<file path="src/rtl/tick_watchdog.sv">
// ---------------------------------------------------------------------------
// tick_watchdog
//
// Windowed watchdog counting time-base ticks between service kicks. After
// arming, the block waits in CLOSED until WIN_OPEN ticks have elapsed, then
// moves to OPEN where a kick restarts the cycle. A kick while still CLOSED
// (too early) or the absence of a kick by TIMEOUT ticks latches BITE until
// software drops arm.
//
// Parameters:
//   WIN_OPEN  tick count at which the service window opens
//   TIMEOUT   tick count at which an unserviced window bites
//   TBITS     width of the tick counter
//
// Ports:
//   clk        in   clock, rising edge
//   rst        in   synchronous active-high reset
//   tick       in   one-cycle time-base pulse
//   arm        in   level, 1 enables the watchdog
//   kick       in   one-cycle service pulse
//   bite       out  1 while in BITE
//   early      out  registered one-cycle pulse on a premature kick
//   in_window  out  1 while in OPEN
//   tcnt       out  current tick count
//   err        out  invariant flag (tcnt above TIMEOUT), never 1
// ---------------------------------------------------------------------------
module tick_watchdog #(
    parameter int WIN_OPEN = 4,
    parameter int TIMEOUT  = 10,
    parameter int TBITS    = 8
) (
    input  logic             clk,
    input  logic             rst,
    input  logic             tick,
    input  logic             arm,
    input  logic             kick,
    output logic             bite,
    output logic             early,
    output logic             in_window,
    output logic [TBITS-1:0] tcnt,
    output logic             err
);

    // Reject configurations where the window would never open or the
    // timeout could not be represented in the counter.
    generate
        if (!((WIN_OPEN > 0) && (WIN_OPEN < TIMEOUT) && (TBITS > 0) && (TBITS < 63) &&
              (longint'(TIMEOUT) < (longint'(1) << TBITS)))) begin : g_bad_cfg
            $error("tick_watchdog: illegal WIN_OPEN/TIMEOUT/TBITS configuration");
        end
    endgenerate

    localparam logic [1:0] DISARMED = 2'd0;
    localparam logic [1:0] CLOSED   = 2'd1;
    localparam logic [1:0] OPEN     = 2'd2;
    localparam logic [1:0] BITE     = 2'd3;

    localparam logic [TBITS-1:0] WIN_CNT  = TBITS'(WIN_OPEN);
    localparam logic [TBITS-1:0] TO_CNT   = TBITS'(TIMEOUT);
    localparam logic [TBITS-1:0] TO_LAST  = TBITS'(TIMEOUT - 1);
    localparam logic [TBITS-1:0] CNT_ONE  = TBITS'(1);

    logic [1:0]       state_q, state_d;
    logic [TBITS-1:0] tcnt_q, tcnt_d;
    logic             early_q, early_d;
    logic [TBITS-1:0] tcnt_inc;

    // The increment is only used in CLOSED/OPEN, where the TIMEOUT exit
    // keeps tcnt below TIMEOUT, so it can never wrap.
    assign tcnt_inc = tcnt_q + CNT_ONE;

    // Next-state logic. Priority inside a cycle is disarm, then kick, then
    // tick; reset is applied in the register block.
    always_comb begin
        state_d = state_q;
        tcnt_d  = tcnt_q;
        early_d = 1'b0;
        if (!arm) begin
            state_d = DISARMED;
            tcnt_d  = '0;
        end else begin
            case (state_q)
                DISARMED: begin
                    state_d = CLOSED;
                    tcnt_d  = '0;
                end
                CLOSED: begin
                    if (kick) begin
                        // Premature service: latch the bite, keep the count
                        // for post-mortem inspection.
                        state_d = BITE;
                        early_d = 1'b1;
                    end else if (tick) begin
                        tcnt_d = tcnt_inc;
                        if (tcnt_inc == WIN_CNT) begin
                            state_d = OPEN;
                        end
                    end
                end
                OPEN: begin
                    if (kick) begin
                        // A tick arriving with the kick is deliberately lost;
                        // the new window period starts from zero.
                        state_d = CLOSED;
                        tcnt_d  = '0;
                    end else if (tick) begin
                        tcnt_d = tcnt_inc;
                        if (tcnt_inc == TO_CNT) begin
                            state_d = BITE;
                        end
                    end
                end
                default: begin
                    // BITE holds until arm drops.
                    state_d = BITE;
                end
            endcase
        end
    end

    // State registers with synchronous reset.
    always_ff @(posedge clk) begin
        if (rst) begin
            state_q <= DISARMED;
            tcnt_q  <= '0;
            early_q <= 1'b0;
        end else begin
            state_q <= state_d;
            tcnt_q  <= tcnt_d;
            early_q <= early_d;
        end
    end

    // Outputs decode registered state only.
    assign bite      = (state_q == BITE);
    assign in_window = (state_q == OPEN);
    assign early     = early_q;
    assign tcnt      = tcnt_q;
    assign err       = (tcnt_q > TO_CNT);

    // Embedded invariants.
    a_no_err : assert property (@(posedge clk) disable iff (rst) !err);
    a_bite_not_open : assert property (@(posedge clk) disable iff (rst) bite |-> !in_window);
    a_early_bite : assert property (@(posedge clk) disable iff (rst) early |-> bite);
    a_bite_cause : assert property (@(posedge clk) disable iff (rst)
        $rose(bite) |-> ($past(state_q == CLOSED && kick) ||
                         $past(state_q == OPEN && tick && tcnt_q == TO_LAST)));

endmodule
</file>
<file path="config.mk">
export PLATFORM = sky130hd
export DESIGN_NAME = tick_watchdog
export DESIGN_NICKNAME = d
export VERILOG_FILES = /design/src/rtl/tick_watchdog.sv
export SDC_FILE = /design/constraint.sdc
export NUM_CORES = 1
export LEC_CHECK = 0
export CORE_UTILIZATION = 25
export CTS_CLUSTER_DIAMETER = 80
export DETAILED_ROUTE_END_ITERATION = 12
export PLACE_DENSITY = 0.5
export SLEW_MARGIN = 20
export SYNTH_ARGS = -nofsm -noshare
export SYNTH_HDL_FRONTEND = slang
export SYNTH_SLANG_ARGS = --single-unit
</file>
<file path="constraint.sdc">
create_clock -name clk -period 4.8 [get_ports clk]
set_input_delay 1.44 -clock clk [delete_from_list [all_inputs] [get_ports clk]]
set_output_delay 1.44 -clock clk [all_outputs]
set_load 0.05 [all_outputs]
</file>
* After elaboration in Yosys (flattened, before gate mapping)
Cells that the tools add are included.
Storage, ports and cells: logic and storage cells 35, output and inout port bits 12, memories 0, input bits 5, latch bits 0, register bits 11, bits in read-only memories 0, memory bits (writable) 0
Operators by class: $lt $le $gt $ge 1, multipliers 0, add/subtract/negate cells 1, eq/ne operators 10, bitwise gates (word level) 2, divide/modulo/power cells 0, muxes and demuxes 12, reduce and logical (&&, ||, !) cells 6, shifts and indexed selects 0
Operators by type and width (count):
- $mux W8 | 3
- $pmux W8 S3 | 1
- $mux W2 | 6
- $ne A3 B3 Y1 const B | 3
- $add A8 B1 Y8 const B | 1
- $eq A8 B3 Y1 const B | 1
- $eq A8 B4 Y1 const B | 1
- $gt A8 B4 Y1 const B | 1
- $pmux W2 S3 | 1
- $eq A2 B2 Y1 const B | 2
- $reduce_and A4 Y1 | 1
- $ne A3 B2 Y1 const B | 1
- $reduce_bool A3 Y1 | 1
- $reduce_or A3 Y1 | 1
- $eq A2 B1 Y1 const B | 1
- $logic_not A2 Y1 | 1
- $ne A2 B2 Y1 const B | 1
- $not A1 Y1 | 2
- $reduce_and A2 Y1 | 1
- $reduce_or A2 Y1 | 1
- $mux W1 | 1

* Longest topological paths before layout
Gate-level depths: netlist of the first run.
depth after elaboration 6, gate-level depth with buffers 7, mapped depth without buffers 7

* Least setup slack after synthesis of the first run
No wires, ideal clock.
path kind register to output, start register tcnt_q[0], in the netlist tcnt[0], end output port err, data required time 3360 ps, cell stages (with the launch flop) 6, buffers on the path 0, setup slack 1788 ps, arrival 1572 ps, path through dfxtp_1 > inv_1 > ha_1 > nor2_1 > o21ai_0 > nand3_1
Between the ends: word-level cells in the longest chain between the ends 1
RTL lines:
- start: declaration | RTL line 64 | logic [TBITS-1:0] tcnt_q, tcnt_d;
- start signal: assignment | RTL line 129 | tcnt_q <= tcnt_d;
- $gt A8 B4 Y1 | RTL line 139 | assign err = (tcnt_q > TO_CNT);
- end: declaration | RTL line 41 | output logic err
Every way passes these cells.

* Worst setup path after layout of the first run
Same ends and word-level chain as after synthesis.

==> results.tsv, run 1 <==
metric	value	unit
status	finished clean	
setup TNS	0	ns
Multi-input gate area	483.0	um2
Async SR Flop Fraction	0	%
Area contributors post-synth	dfxtp_1 30%, ha_1 12%, nor2_1 9.2%	
Worst Path Required	3.36	ns
Synth Area in XOR/XNOR	10.77	%
syn nets	103	
Port Buffer Count	16	
post-cts sizing count	0	
slowest stage delay, CP	0.80	ns
Relative slew margins	57.53	%
PwrDens	198.0	nW/um2
Placed Cells	136	
Critical Path, Cell by Cell	inv_1 -> ha_1 -> nor2_1 -> o21ai_0 -> nand3_1 -> clkdlybuf4s50_1	
# setup viols final	0	
postcts setup bufs	0	
Mapped Area	732.0	um2
CTS tree	done	
initial DRC count	11	
# nets final	122	
largest net degree at the start of global routing	11	
ANT nets after route	0	
1st-pass router iterations	4	
Synth Instances	91	
WHS Path Cells	2	
Setup Crit Path Kind	reg2out	
Root Buffer	clkbuf_4	
largest family of logic cells by synthesized area	simple AND/OR/NAND/NOR gates	
Max stage delay cell, worst path	clkdlybuf4s50_1	
Post-Synth Simple-Gate Area	28.21	%
# H-tree levels	1	
total die area	3148	um2
FF-to-FF path depth	6	
vias in the first global route	585	
Max Clock Skew	0.006185	ns
startpoint types	flop	
Sink Count	11	
FILL cells	305	
routability cong.	0.7854	
Synth Area in Compound Gates	13.68	%
worst slew pin tran	0.6328	ns
Min-Delay Path Class	reg2reg	
Cell Count, Final, Fillers Out	140	
DRC errors left	0	
vias per inst	4.800	
number of CTS-inserted buffers	3	
IO Pins	17	
post-synthesis mux area share	1.368	%
FMAX	283.8	MHz
RSZ-0062 raised after global routing	false	
# diodes	0	
Critical Path Sink Type	output pin	
Clk pin slew, worst setup/hold paths	0.08	ns
first-pass GRT wire length	2704	um
Tcrit/Tclk final	73.40	%
Synth Area per Inst	8.043	um2
cell leakage power	0.3300	nW
area share of fa/ha/maj cells after synthesis	11.97	%
crit path time final	3.523	ns
Die Height	56.11	um
WP buf/inv	2	
Peak VDD IR	0.08889	mV
DP Area	920.9	um2
sequential fraction of the synthesis area	30.09	%
Syn-to-layout area delta	29.40	%
Total Power	0.0001876	W
post-synthesis register bit count	11	
num rows	19	
share of cells above drive strength 1	4.587	%
YS warnings	0	
post-synth top area share	30.09	%
core area	2758	um2
Fin. Hold Viols	0	
register area	220.2	um2
Tot GR Track Use	10.97	%
cell taking the most area after synthesis	dfxtp_1	
post-route cell area	947.2	um2
Main synth FF type	dfxtp_1	
worst hold slack	0.5252	ns
die width	56.11	um
Top Family by Delay on Critical Path	buffers and inverters	
EDFF count, synth	0	
Longest Clk Path Bufs	2	
Max Cap Viol	0	
WP data arrival	2.08	ns
CTS Hold Buffers Added	0	
initial antenna violation count	0	
drt wl/cell	11.64	um
Max Slew Vio Count	0	
Initial Utilization	26.54	%
WP depth	6	
worst-skew pair later-pin latency	0.27	ns
Yosys cell types	33	
crit path max fanout	8	
DR vias	672	
GR Overflow Total	0	
DP Wirelength	1188	um
final WL	1630	um
-- power breakdown --
| part | switching [W] | total, W | internal [W] |
|---|---|---|---|
| combinational | 0.0000146 | 0.0000258 | 0.0000113 |
| clock | 0.0000353 | 0.0000675 | 0.0000322 |
| sequential | 0.00000167 | 0.0000943 | 0.0000926 |
| total | 0.0000515 | 0.000188 | 0.000136 |
-- cells by family (layout without fill, tap and decap cells) --
kind of cell	count (synthesis)	in the layout
AOI/OAI and AO/OA	14	14
xor gates and xnor gates	9	9
adders and majority gates	7	7
buffers and inverters	7	25
DFF	11	11
muxes	1	1
and+or+nand+nor	42	42
-- cells in the final DEF, fill, tap and decap left out, drive strengths merged, types with 2 or more instances in the layout --
| cell type | instances |
|---|---|
| nor2 | 18 |
| nor3 | 4 |
| ha | 7 |
| a21oi | 2 |
| dfxtp | 11 |
| o21ai | 3 |
| clkdlybuf4s50 | 16 |
| nand2 | 8 |
| clkbuf | 4 |
| and3 | 2 |
| xor2 | 3 |
| nand3 | 3 |
| xnor2 | 6 |
| inv | 5 |
-- cells in the mapped netlist (2+ instances only) --
| master | n |
|---|---|
| and3_1 | 2 |
| inv_1 | 5 |
| nor3_1 | 4 |
| nand2_1 | 8 |
| ha_1 | 7 |
| nand3_1 | 2 |
| xor2_1 | 3 |
| dfxtp_1 | 11 |
| nor2_1 | 18 |
| o21ai_0 | 2 |
| a21oi_1 | 2 |
| xnor2_1 | 6 |
-- layout make-up --
cell class                      instances  area share, %
Timing Repair Buffer                   16          16.91
Multi-Input combinational cell         73          50.99
Inverter                                5          1.982
Sequential cell                        11          23.25
Tap cell                               31          4.095
Clock buffer                            4          2.774
-- through the flow --
step	setup WS [ns]	util, %
3_5_place_dp	1.567	33.39
6_report	1.277	34.35
3_3_place_gp	1.622	33.39
4_1_cts	1.253	34.35
2_1_floorplan	1.788	-
5_1_grt	1.140	34.35
-- metal layers --
metal / global-route usage [%] / vias to the layer above / wire length (um)
met5: 0 / - / 0
met3: 2.093 / 5 / 58
met2: 16.16 / 17 / 721
li1: - / 349 / -
met1: 14.83 / 301 / 810
met4: 6.272 / 0 / 40
-- flip-flops by register name, indices dropped and copies added (netlist names) --
signal,count
early,1
state_q,2
tcnt,8
-- worst register-to-register path, cell delays in order, from the launching register on --
cell,delay [ns]
dfxtp_1,0.48
ha_1,0.34
xor2_1,0.17
nor3_1,0.06
a211o_1,0.31
a311o_1,0.34
and3_1,0.16
-- worst paths after layout --
check	end	startpoint	slack, ns
hold / removal	state_q[0]$_SDFFE_PP0P_	state_q[0]$_SDFFE_PP0P_	0.53
hold reg to reg	state_q[0]$_SDFFE_PP0P_	state_q[0]$_SDFFE_PP0P_	0.53
setup / recovery	err	tcnt[0]$_SDFFE_PP0P_	1.28
setup reg to reg	state_q[1]$_SDFFE_PP0P_	tcnt[0]$_SDFFE_PP0P_	2.84
Note: power is estimated with default switching activity, not from simulation.
==> inputs of run 2 (changes only) <==
Clock period 4.8 ns to 3.3 ns, I/O delays scaled along.
==> run 2 against run 1 <==
Compared with the run above: critical path depth stayed put; global-route usage decreased by 0.086 points; sequential power up 45%; register-to-register slack worse by 1.5 ns; count of clock-buffer cells in the layout did not move; design area grew 1.6%; wire length fell by 2.2%; critical endpoint unchanged; highest routed layer unchanged.
==> results.tsv, run 2 (synthesized netlist as in run 1, its figures left out) <==
metric	value	unit
initial antenna violation count	0	
Max Clock Skew	0.002838	ns
total die area	3148	um2
Initial Utilization	26.54	%
Longest Clk Path Bufs	2	
worst slew pin tran	0.4953	ns
Max stage delay cell, worst path	clkdlybuf4s50_1	
Total Power	0.0002696	W
num rows	19	
PwrDens	280.2	nW/um2
vias per inst	4.711	
Sequential Power Share	50.9	%
IO Pins	17	
first-pass GRT wire length	2670	um
crit path max fanout	8	
vias in the first global route	578	
Cell Int Power	0.0001985	W
Root Buffer	clkbuf_4	
most frequent cells in the layout	18 x nor2_1, 16 x clkdlybuf4s50_1, 11 x dfxtp_1	
DRC errors left	0	
final WL	1594	um
Sink Count	11	
Max Slew Vio Count	0	
FMAX	324.8	MHz
1st-pass router iterations	4	
CTS tree	done	
postcts setup bufs	0	
DR vias	669	
Clk pin slew, worst setup/hold paths	0.07	ns
switching part of the total	26.38	%
Tot GR Track Use	10.89	%
part of the power in the clock network	35.0	%
number of CTS-inserted buffers	3	
Tcrit/Tclk final	93.29	%
Setup Crit Path Kind	reg2out	
CTS Hold Buffers Added	0	
die width	56.11	um
Placed Cells	138	
post-cts sizing count	0	
Critical Path Sink Type	output pin	
Critical Path, Cell by Cell	inv_1 -> ha_1 -> nor2_1 -> o21ai_0 -> nand3_1 -> clkdlybuf4s50_1	
Port Buffer Count	16	
WP data arrival	2.09	ns
FILL cells	310	
slowest stage delay, CP	0.80	ns
Cell Count, Final, Fillers Out	142	
DP Wirelength	1192	um
Syn-to-layout area delta	31.45	%
ANT nets after route	0	
drt wl/cell	11.23	um
Relative slew margins	66.87	%
Fin. Hold Viols	0	
Worst Path Required	2.31	ns
# H-tree levels	1	
# diodes	0	
commonest non-fill, non-tap cell in the layout	nor2_1	
status	finished clean	
RSZ-0062 raised after global routing	false	
Peak VDD IR	0.1821	mV
routability cong.	0.7788	
initial DRC count	10	
Min-Delay Path Class	reg2reg	
# nets final	124	
Max Cap Viol	0	
Gate power share	14.1	%
GR Overflow Total	0	
number of flip-flops in the largest register	8	
core area	2758	um2
worst-skew pair later-pin latency	0.27	ns
r2r setup slk	1.35	ns
largest net degree at the start of global routing	11	
startpoint types	flop	
crit path time final	3.078	ns
P_sw	0.00007113	W
# setup viols final	0	
share of cells above drive strength 1	6.306	%
Die Height	56.11	um
cell leakage power	0.3396	nW
setup TNS	0	ns
run 2: area by class of cell:
cell class	instances	area (um2)	area share (%)
tap	31	38.79	4.031
clock buffer	4	26.28	2.731
timing repair buffer	18	175.2	18.21
inverter	5	18.77	1.951
multi-input combinational	73	483.0	50.20
sequential	11	220.2	22.89
run 2: power groups by stage:
stage	Combinational, W	Sequential, W	Clock (W)
after detailed placement	0.0000382	0.000140	0
after global routing	0.0000425	0.000138	0.000107
after floorplan	0.0000234	0.000142	0
after CTS	0.0000384	0.000137	0.000101
after global placement	0.0000382	0.000140	0
final	0.0000381	0.000137	0.0000944
run 2: worst max-delay path, delay by kind of cell, from the launching register on:
kind,cells,cell delay (ns)
and+or+nand+nor,2,0.18
DFF,1,0.48
adders and majority gates,1,0.20
AOI/OAI and AO/OA,1,0.08
buffers and inverters,2,0.88
run 2: stage by stage:
step	worst slack [ns]	hold WS, ns	utilization [%]	instance area, um2
6_report	0.2215	0.5072	34.89	962.2
5_1_grt	0.07419	0.5401	34.89	962.2
4_1_cts	0.1990	0.5131	34.89	962.2
3_5_place_dp	0.5145	0.5024	33.94	935.9
3_3_place_gp	0.5718	0.5016	33.94	935.9
2_1_floorplan	0.7380	0.4720	-	732.0
run 2: path summary, 6_finish.rpt:
path                                               from                       to  cells after the start
worst max register to register     tcnt[0]$_SDFFE_PP0P_  state_q[1]$_SDFFE_PP0P_                      6
worst min-delay path            state_q[0]$_SDFFE_PP0P_  state_q[0]$_SDFFE_PP0P_                      2
worst min register to register  state_q[0]$_SDFFE_PP0P_  state_q[0]$_SDFFE_PP0P_                      2
worst max-delay path               tcnt[0]$_SDFFE_PP0P_                      err                      6
run 2: routing by layer:
layer  GRT usage, %  share of wire [%]  up-vias
met5              0                  0        -
met4          5.226                2.2        0
met3          3.488                3.4        5
met2          15.48                 42       13
met1          14.73                 52      298
li1               -                  -      353
